[src/rtl/centroid_pkg.sv]
// Shared constants and FSM state type for the centroid tracker.
// The crosshair overlay in centroid_tracker is enabled by defining CENTROID_MARKER_EN.
package centroid_pkg;

  localparam int IMG_W_DEF = 1280;
  localparam int IMG_H_DEF = 720;
  localparam int XW_DEF    = 11;
  localparam int YW_DEF    = 10;
  localparam int SW_DEF    = 32;
  localparam int NW_DEF    = 20;

  localparam logic [23:0] MARKER_COLOR = 24'hFF0000;
  localparam int          DIV_ITER     = 32;

  typedef enum logic [1:0] {
    IDLE   = 2'd0,
    DIV_X  = 2'd1,
    DIV_Y  = 2'd2,
    UPDATE = 2'd3
  } ct_state_e;

endpackage

[src/rtl/seq_divider.sv]
// Restoring divider, one quotient bit per clock.
// The start edge loads the operands and retires the first bit.
// The quotient is final when done pulses, DIV_ITER edges after start.
module seq_divider
  import centroid_pkg::*;
#(
  parameter int SW = SW_DEF,
  parameter int NW = NW_DEF
) (
  input  logic          clk,
  input  logic          rst,
  input  logic          start,
  input  logic [SW-1:0] dividend,
  input  logic [NW-1:0] divisor,
  output logic [SW-1:0] quotient,
  output logic          done
);

  localparam int CW = $clog2(DIV_ITER) + 1;

  logic [NW-1:0] rem_q;
  logic [NW-1:0] div_q;
  logic [CW-1:0] iter_q;
  logic          busy_q;

  logic [NW-1:0] src_rem;
  logic [NW-1:0] src_div;
  logic [SW-1:0] src_quot;
  logic [NW:0]   shifted;
  logic          take;
  logic [NW-1:0] nxt_rem;

  // Operands come straight from the ports on the start edge, from the registers afterwards.
  always_comb begin
    src_rem  = start ? '0 : rem_q;
    src_div  = start ? divisor : div_q;
    src_quot = start ? dividend : quotient;
    shifted  = {src_rem, src_quot[SW-1]};
    take     = (shifted >= {1'b0, src_div});
    nxt_rem  = take ? NW'(shifted - {1'b0, src_div}) : shifted[NW-1:0];
  end

  always_ff @(posedge clk) begin
    if (rst) begin
      rem_q    <= '0;
      div_q    <= '0;
      iter_q   <= '0;
      busy_q   <= 1'b0;
      quotient <= '0;
      done     <= 1'b0;
    end else begin
      done <= 1'b0;
      if (start) begin
        rem_q    <= nxt_rem;
        div_q    <= divisor;
        quotient <= {src_quot[SW-2:0], take};
        iter_q   <= CW'(1);
        busy_q   <= 1'b1;
      end else if (busy_q) begin
        rem_q    <= nxt_rem;
        quotient <= {src_quot[SW-2:0], take};
        iter_q   <= iter_q + CW'(1);
        if (iter_q == CW'(DIV_ITER - 1)) begin
          busy_q <= 1'b0;
          done   <= 1'b1;
        end
      end
    end
  end

endmodule

[src/rtl/centroid_tracker.sv]
// Accumulates object-pixel coordinates per frame, divides during vblank, forwards video 1 cycle late.
// Define CENTROID_MARKER_EN to overlay a crosshair at the previous frame's centroid.
module centroid_tracker
  import centroid_pkg::*;
#(
  parameter int IMG_W = IMG_W_DEF,
  parameter int IMG_H = IMG_H_DEF,
  parameter int XW    = XW_DEF,
  parameter int YW    = YW_DEF,
  parameter int SW    = SW_DEF,
  parameter int NW    = NW_DEF
) (
  input  logic          CLK,
  input  logic          RST,
  input  logic          de_in,
  input  logic          h_sync_in,
  input  logic          v_sync_in,
  input  logic [23:0]   pixel_in,
  output logic          de_out,
  output logic          h_sync_out,
  output logic          v_sync_out,
  output logic [23:0]   pixel_out,
  output logic [XW-1:0] cx,
  output logic [YW-1:0] cy,
  output logic          centroid_valid,
  output ct_state_e     dbg_state
);

  localparam logic [XW-1:0] X_MAX = XW'(IMG_W - 1);
  localparam logic [YW-1:0] Y_MAX = YW'(IMG_H - 1);

  ct_state_e     state_q;
  logic [XW-1:0] x_q;
  logic [YW-1:0] y_q;
  logic [SW-1:0] sum_x;
  logic [SW-1:0] sum_y;
  logic [NW-1:0] cnt;
  logic [SW-1:0] op_sy;
  logic [NW-1:0] op_cnt;
  logic [XW-1:0] quot_x;

  logic          fs;
  logic          de_fall;
  logic          obj;
  logic          mark_hit;
  logic          div_start;
  logic [SW-1:0] div_dividend;
  logic [NW-1:0] div_divisor;
  logic [SW-1:0] div_quot;
  logic          div_done;
  logic          unused_quot_hi;

  assign fs        = v_sync_in & ~v_sync_out;
  assign de_fall   = de_out & ~de_in;
  assign obj       = de_in && (pixel_in[23:16] == 8'h00);
  assign dbg_state = state_q;

  // X starts from the live accumulators on FS; Y starts from the snapshot when X finishes.
  assign div_start    = ((state_q == IDLE) && fs) || ((state_q == DIV_X) && div_done);
  assign div_dividend = (state_q == DIV_X) ? op_sy  : sum_x;
  assign div_divisor  = (state_q == DIV_X) ? op_cnt : cnt;

  assign unused_quot_hi = ^div_quot[SW-1:XW];

`ifdef CENTROID_MARKER_EN
  assign mark_hit = de_in && centroid_valid && ((x_q == cx) || (y_q == cy));
`else
  assign mark_hit = 1'b0;
`endif

  seq_divider #(
    .SW(SW),
    .NW(NW)
  ) u_div (
    .clk     (CLK),
    .rst     (RST),
    .start   (div_start),
    .dividend(div_dividend),
    .divisor (div_divisor),
    .quotient(div_quot),
    .done    (div_done)
  );

  always_ff @(posedge CLK) begin
    if (RST) begin
      de_out     <= 1'b0;
      h_sync_out <= 1'b0;
      v_sync_out <= 1'b0;
      pixel_out  <= '0;
    end else begin
      de_out     <= de_in;
      h_sync_out <= h_sync_in;
      v_sync_out <= v_sync_in;
      pixel_out  <= mark_hit ? MARKER_COLOR : pixel_in;
    end
  end

  // Counters saturate at the frame edge so an overlong line cannot alias back onto column 0.
  always_ff @(posedge CLK) begin
    if (RST) begin
      x_q   <= '0;
      y_q   <= '0;
      sum_x <= '0;
      sum_y <= '0;
      cnt   <= '0;
    end else if (fs) begin
      x_q   <= '0;
      y_q   <= '0;
      sum_x <= '0;
      sum_y <= '0;
      cnt   <= '0;
    end else begin
      if (de_in) begin
        if (x_q != X_MAX) x_q <= x_q + XW'(1);
      end else if (de_fall) begin
        x_q <= '0;
        if (y_q != Y_MAX) y_q <= y_q + YW'(1);
      end
      if (obj) begin
        sum_x <= sum_x + SW'(x_q);
        sum_y <= sum_y + SW'(y_q);
        cnt   <= cnt + NW'(1);
      end
    end
  end

  always_ff @(posedge CLK) begin
    if (RST) begin
      state_q        <= IDLE;
      op_sy          <= '0;
      op_cnt         <= '0;
      quot_x         <= '0;
      cx             <= '0;
      cy             <= '0;
      centroid_valid <= 1'b0;
    end else begin
      case (state_q)
        IDLE: begin
          if (fs) begin
            op_sy   <= sum_y;
            op_cnt  <= cnt;
            state_q <= DIV_X;
          end
        end
        DIV_X: begin
          if (div_done) begin
            quot_x  <= div_quot[XW-1:0];
            state_q <= DIV_Y;
          end
        end
        DIV_Y: begin
          if (div_done) state_q <= UPDATE;
        end
        UPDATE: begin
          // An empty frame leaves the last good centroid in place and only drops valid.
          if (op_cnt != '0) begin
            cx             <= quot_x;
            cy             <= div_quot[YW-1:0];
            centroid_valid <= 1'b1;
          end else begin
            centroid_valid <= 1'b0;
          end
          state_q <= IDLE;
        end
        default: state_q <= IDLE;
      endcase
    end
  end

endmodule

[config.mk]
export PLATFORM = sky130hd
export DESIGN_NAME = centroid_tracker
export DESIGN_NICKNAME = d
export VERILOG_FILES = /design/src/rtl/centroid_pkg.sv /design/src/rtl/seq_divider.sv /design/src/rtl/centroid_tracker.sv
export SDC_FILE = /design/constraint.sdc
export NUM_CORES = 1
export LEC_CHECK = 0
export BUFFER_PORTS_ARGS = -buffer_cell sky130_fd_sc_hd__buf_2
export CAP_MARGIN = 20
export CORE_AREA = 2 2 221 223
export CTS_BUF_LIST = sky130_fd_sc_hd__clkbuf_4 sky130_fd_sc_hd__clkbuf_8
export CTS_CLUSTER_DIAMETER = 30
export DETAILED_ROUTE_END_ITERATION = 10
export DIE_AREA = 0 0 223 225
export GPL_TIMING_DRIVEN = 0
export SLEW_MARGIN = 0
export SYNTH_ARGS = -nofsm -noshare
export SYNTH_HDL_FRONTEND = slang
export SYNTH_SLANG_ARGS = --single-unit
[constraint.sdc]
create_clock -name CLK -period 5.7 [get_ports CLK]
set_clock_uncertainty 0.05 [all_clocks]
set_input_delay 0 -clock CLK [delete_from_list [all_inputs] [get_ports CLK]]
set_output_delay 0 -clock CLK [all_outputs]
set_load 0.005 [all_outputs]
==> impl_metrics.toml <==
[outcome]
status = "completed"

[route]
wl_per_cell_um = 16.2
wirelength_um = 41100
antenna_left = 0
drtIter0Drc = 898
via_count = 12700
route.detailed.drc = 0
via_per_inst = 5.00
firstDrtPassIters = 5

[clocking]
numClockSinks = 299
cts_tree = "built"
post-cts-setup-buffers = 0
clk_latency_ns = 0.63
htreeDepth = 3
clk_pin_slew_ns = 0.06
cts_max_path_buffers = 3
cts_root_buf = "clkbuf_8"
cts-buffers-inserted = 71

[min_path]
hp-class = "input pin to flip-flop"

[yosys]
yosysSeqAreaShare_pct = 42.2
synthesis.area_um2 = 14200
syn_nets = 1766
synth_area_leaders = "dfxtp_1 42%, nand2_1 6.2%, a21oi_1 5.6%"
ys.flop_type = "dfxtp_1"
synth-seq-cells = 299
synthCells = 1686
synth_top_area_share_pct = 42.2
ys_types = 69
syn_avg_cell_area_um2 = 8.42
synth_top_area_cell = "dfxtp_1"
yosys_warnings = 0
synth_edf_count = 0
async_flop_share_pct = 0

[floorplanning]
die_h_um = 225
core_area_um2 = 47500
rows = 80
io_pins = 80
initial_utilization_pct = 29.9
die_w_um = 223
die-area_um2 = 50200

[grt]
grt-ovfl-total = 0
grtUsageTotal_pct = 16.2
grt_pass1_vias = 12200
antenna_found_initial = 0
grt_pass1_wl_um = 65000
grt_max_degree = 20

[cells_and_area]
n_fill_cell = 4804
fin_area_um2 = 17200
register_area_um2 = 5990
multi_input_area_um2 = 7700
syn_to_final_growth_pct = 21.5
insertedDiodeCount = 0
nets = 1945
drive_above_1_share_pct = 12.6

[worst_setup_path]
critical_path.startpoint_type = "flip-flop"
required_ns = 6.14
cp.arrival_ns = 5.71
crit_path_max_fanout = 19
critical_path_class = "flip-flop to flip-flop"
crit_path_end_kind = "flip-flop"

[power_and_ir_drop]
power.leakage_nw = 6.72
ir_drop_mv = 0.200
power_density_nw_per_um2 = 416
p_total_w = 0.00718

[timing]
setup_viol = 0
min_period_over_period_pct = 92.4
max_freq_mhz = 190
drv_slew = 0
hold_violations = 0
min_period_ns = 5.27
rsz0062_at_grt = "false"
tightest_slew_ns = 0.937
final.setup.tns_ns = 0
max_slew_margin_pct = 37.5

[placed_design]
placed_cell_area_um2 = 15400
place_hpwl_um = 29700
io_buffers = 79
gp_congestion = 0.888

[run]
drv_cap = 0
[stage by stage]
| stage | setup WS (ns) | hold WS [ns] | std cells | utilization, % |
|---|---|---|---|---|
| 6_report | 0.431 | 0.0732 | 2533 | 36.3 |
| 3_3_place_gp | -0.106 | 0.157 | 2380 | 32.3 |
| 2_1_floorplan | 1.17 | 0.0782 | 1686 | - |
| 4_1_cts | 0.304 | 0.0305 | 2533 | 36.3 |
| 3_5_place_dp | -0.0582 | 0.166 | 2380 | 32.3 |
| 5_1_grt | 0.102 | 0.0645 | 2533 | 36.3 |
[kinds of logic after synthesis]
family,Yosys count,synth area share (%)
simple gates,680,22.7
xor+xnor,85,5.25
buf+inv,130,3.60
fa+ha+maj,52,4.73
flops,299,42.2
mux,78,5.53
compound gates,362,16.1
[cells in the mapped netlist (4+ instances only)]
library cell,count
ha_1,48
o22ai_1,4
buf_2,6
nand3b_1,4
xnor2_1,27
and4_1,7
or3_1,14
dfxtp_1,299
a31oi_1,11
clkbuf_1,80
nand2_1,236
and3_1,39
o211a_1,7
a211oi_1,75
o21ai_1,4
o211ai_1,18
nor2b_1,66
nand3_1,34
or2_2,4
nand4_1,29
a21oi_1,159
and2_1,8
mux2i_1,75
inv_1,29
buf_1,10
nor3_1,19
nor4_1,7
nand2b_1,9
a21o_1,19
nor2_1,182
or4_1,11
xor2_1,58
o21ai_0,37
[worst max-delay path: stages, from the launching register on]
cell	delay [ns]
dfxtp_1	0.48
inv_1	0.14
ha_1	0.25
and3b_1	0.18
buf_4	0.18
nor2_2	0.19
buf_2	0.40
clkbuf_2	0.33
a21oi_1	0.19
fa_1	0.51
a21o_1	0.19
maj3_1	0.37
a31oi_1	0.26
o221ai_2	0.22
a31o_2	0.33
a221o_1	0.32
nor4_1	0.29
a211o_1	0.16
a31oi_1	0.08
[cell type report]
class,instances,share of cell area (%)
inverters,31,0.675
clock buffers,89,6.74
plain buffers,98,2.29
well taps,615,4.46
flip-flops and latches,299,34.7
clock inverters,37,2.55
multi-input cells,1257,44.7
repair buffers,107,3.92
[metal layers]
| metal | up-vias | GRT usage, % | routed length, um |
|---|---|---|---|
| met5 | - | 0 | 0 |
| met4 | 0 | 6.73 | 1110 |
| met3 | 78 | 2.70 | 1780 |
| met2 | 293 | 27.5 | 19600 |
| met1 | 6000 | 20.4 | 18500 |
| li1 | 6282 | - | - |
[state kept, by name (all words and copies together), names as in the netlist]
name	flops
cx	11
v_sync_out	1
centroid_valid	1
dbg_state	2
u_div.busy_q	1
h_sync_out	1
u_div.rem_q	20
y_q	10
u_div.iter_q	6
x_q	11
op_sy	32
cnt	20
cy	10
u_div.done	1
u_div.div_q	20
op_cnt	20
de_out	1
u_div.quotient	32
sum_y	32
quot_x	11
pixel_out	24
sum_x	32
[cell usage in the layout, fill, tap and decap left out, drive strengths merged, types with 39 or more instances in the layout]
master    n
a211oi   76
dfxtp   299
nor2    183
buf      95
ha       48
xor2     58
nand2   237
mux2i    75
and3     39
clkbuf  171
nor2b    66
a21oi   160
o21ai    41
[path summary, 6_finish.rpt]
check	from	end	slack, ns	cells after the start
max	dbg_state[0]	u_div.rem_q[18]	0.43	18
min	pixel_in[6]	pixel_out[6]	0.07	3
max reg2reg	dbg_state[0]	u_div.rem_q[18]	0.43	18
min reg2reg	u_div.rem_q[7]	u_div.rem_q[7]	0.40	2
[timing repair]
action	in CTS	in global routing
setup endpoints to repair	1	2
hold buffers	28	0
endpoints found under the hold margin	40	0
gates cloned	0	0
resized for setup	0	4
[power breakdown]
part	switching (W)	internal (W)
Combinational	0.00127	0.000803
Sequential	0.0000965	0.00222
Clock	0.00109	0.00169
Power figures use the tool's default switching activity.
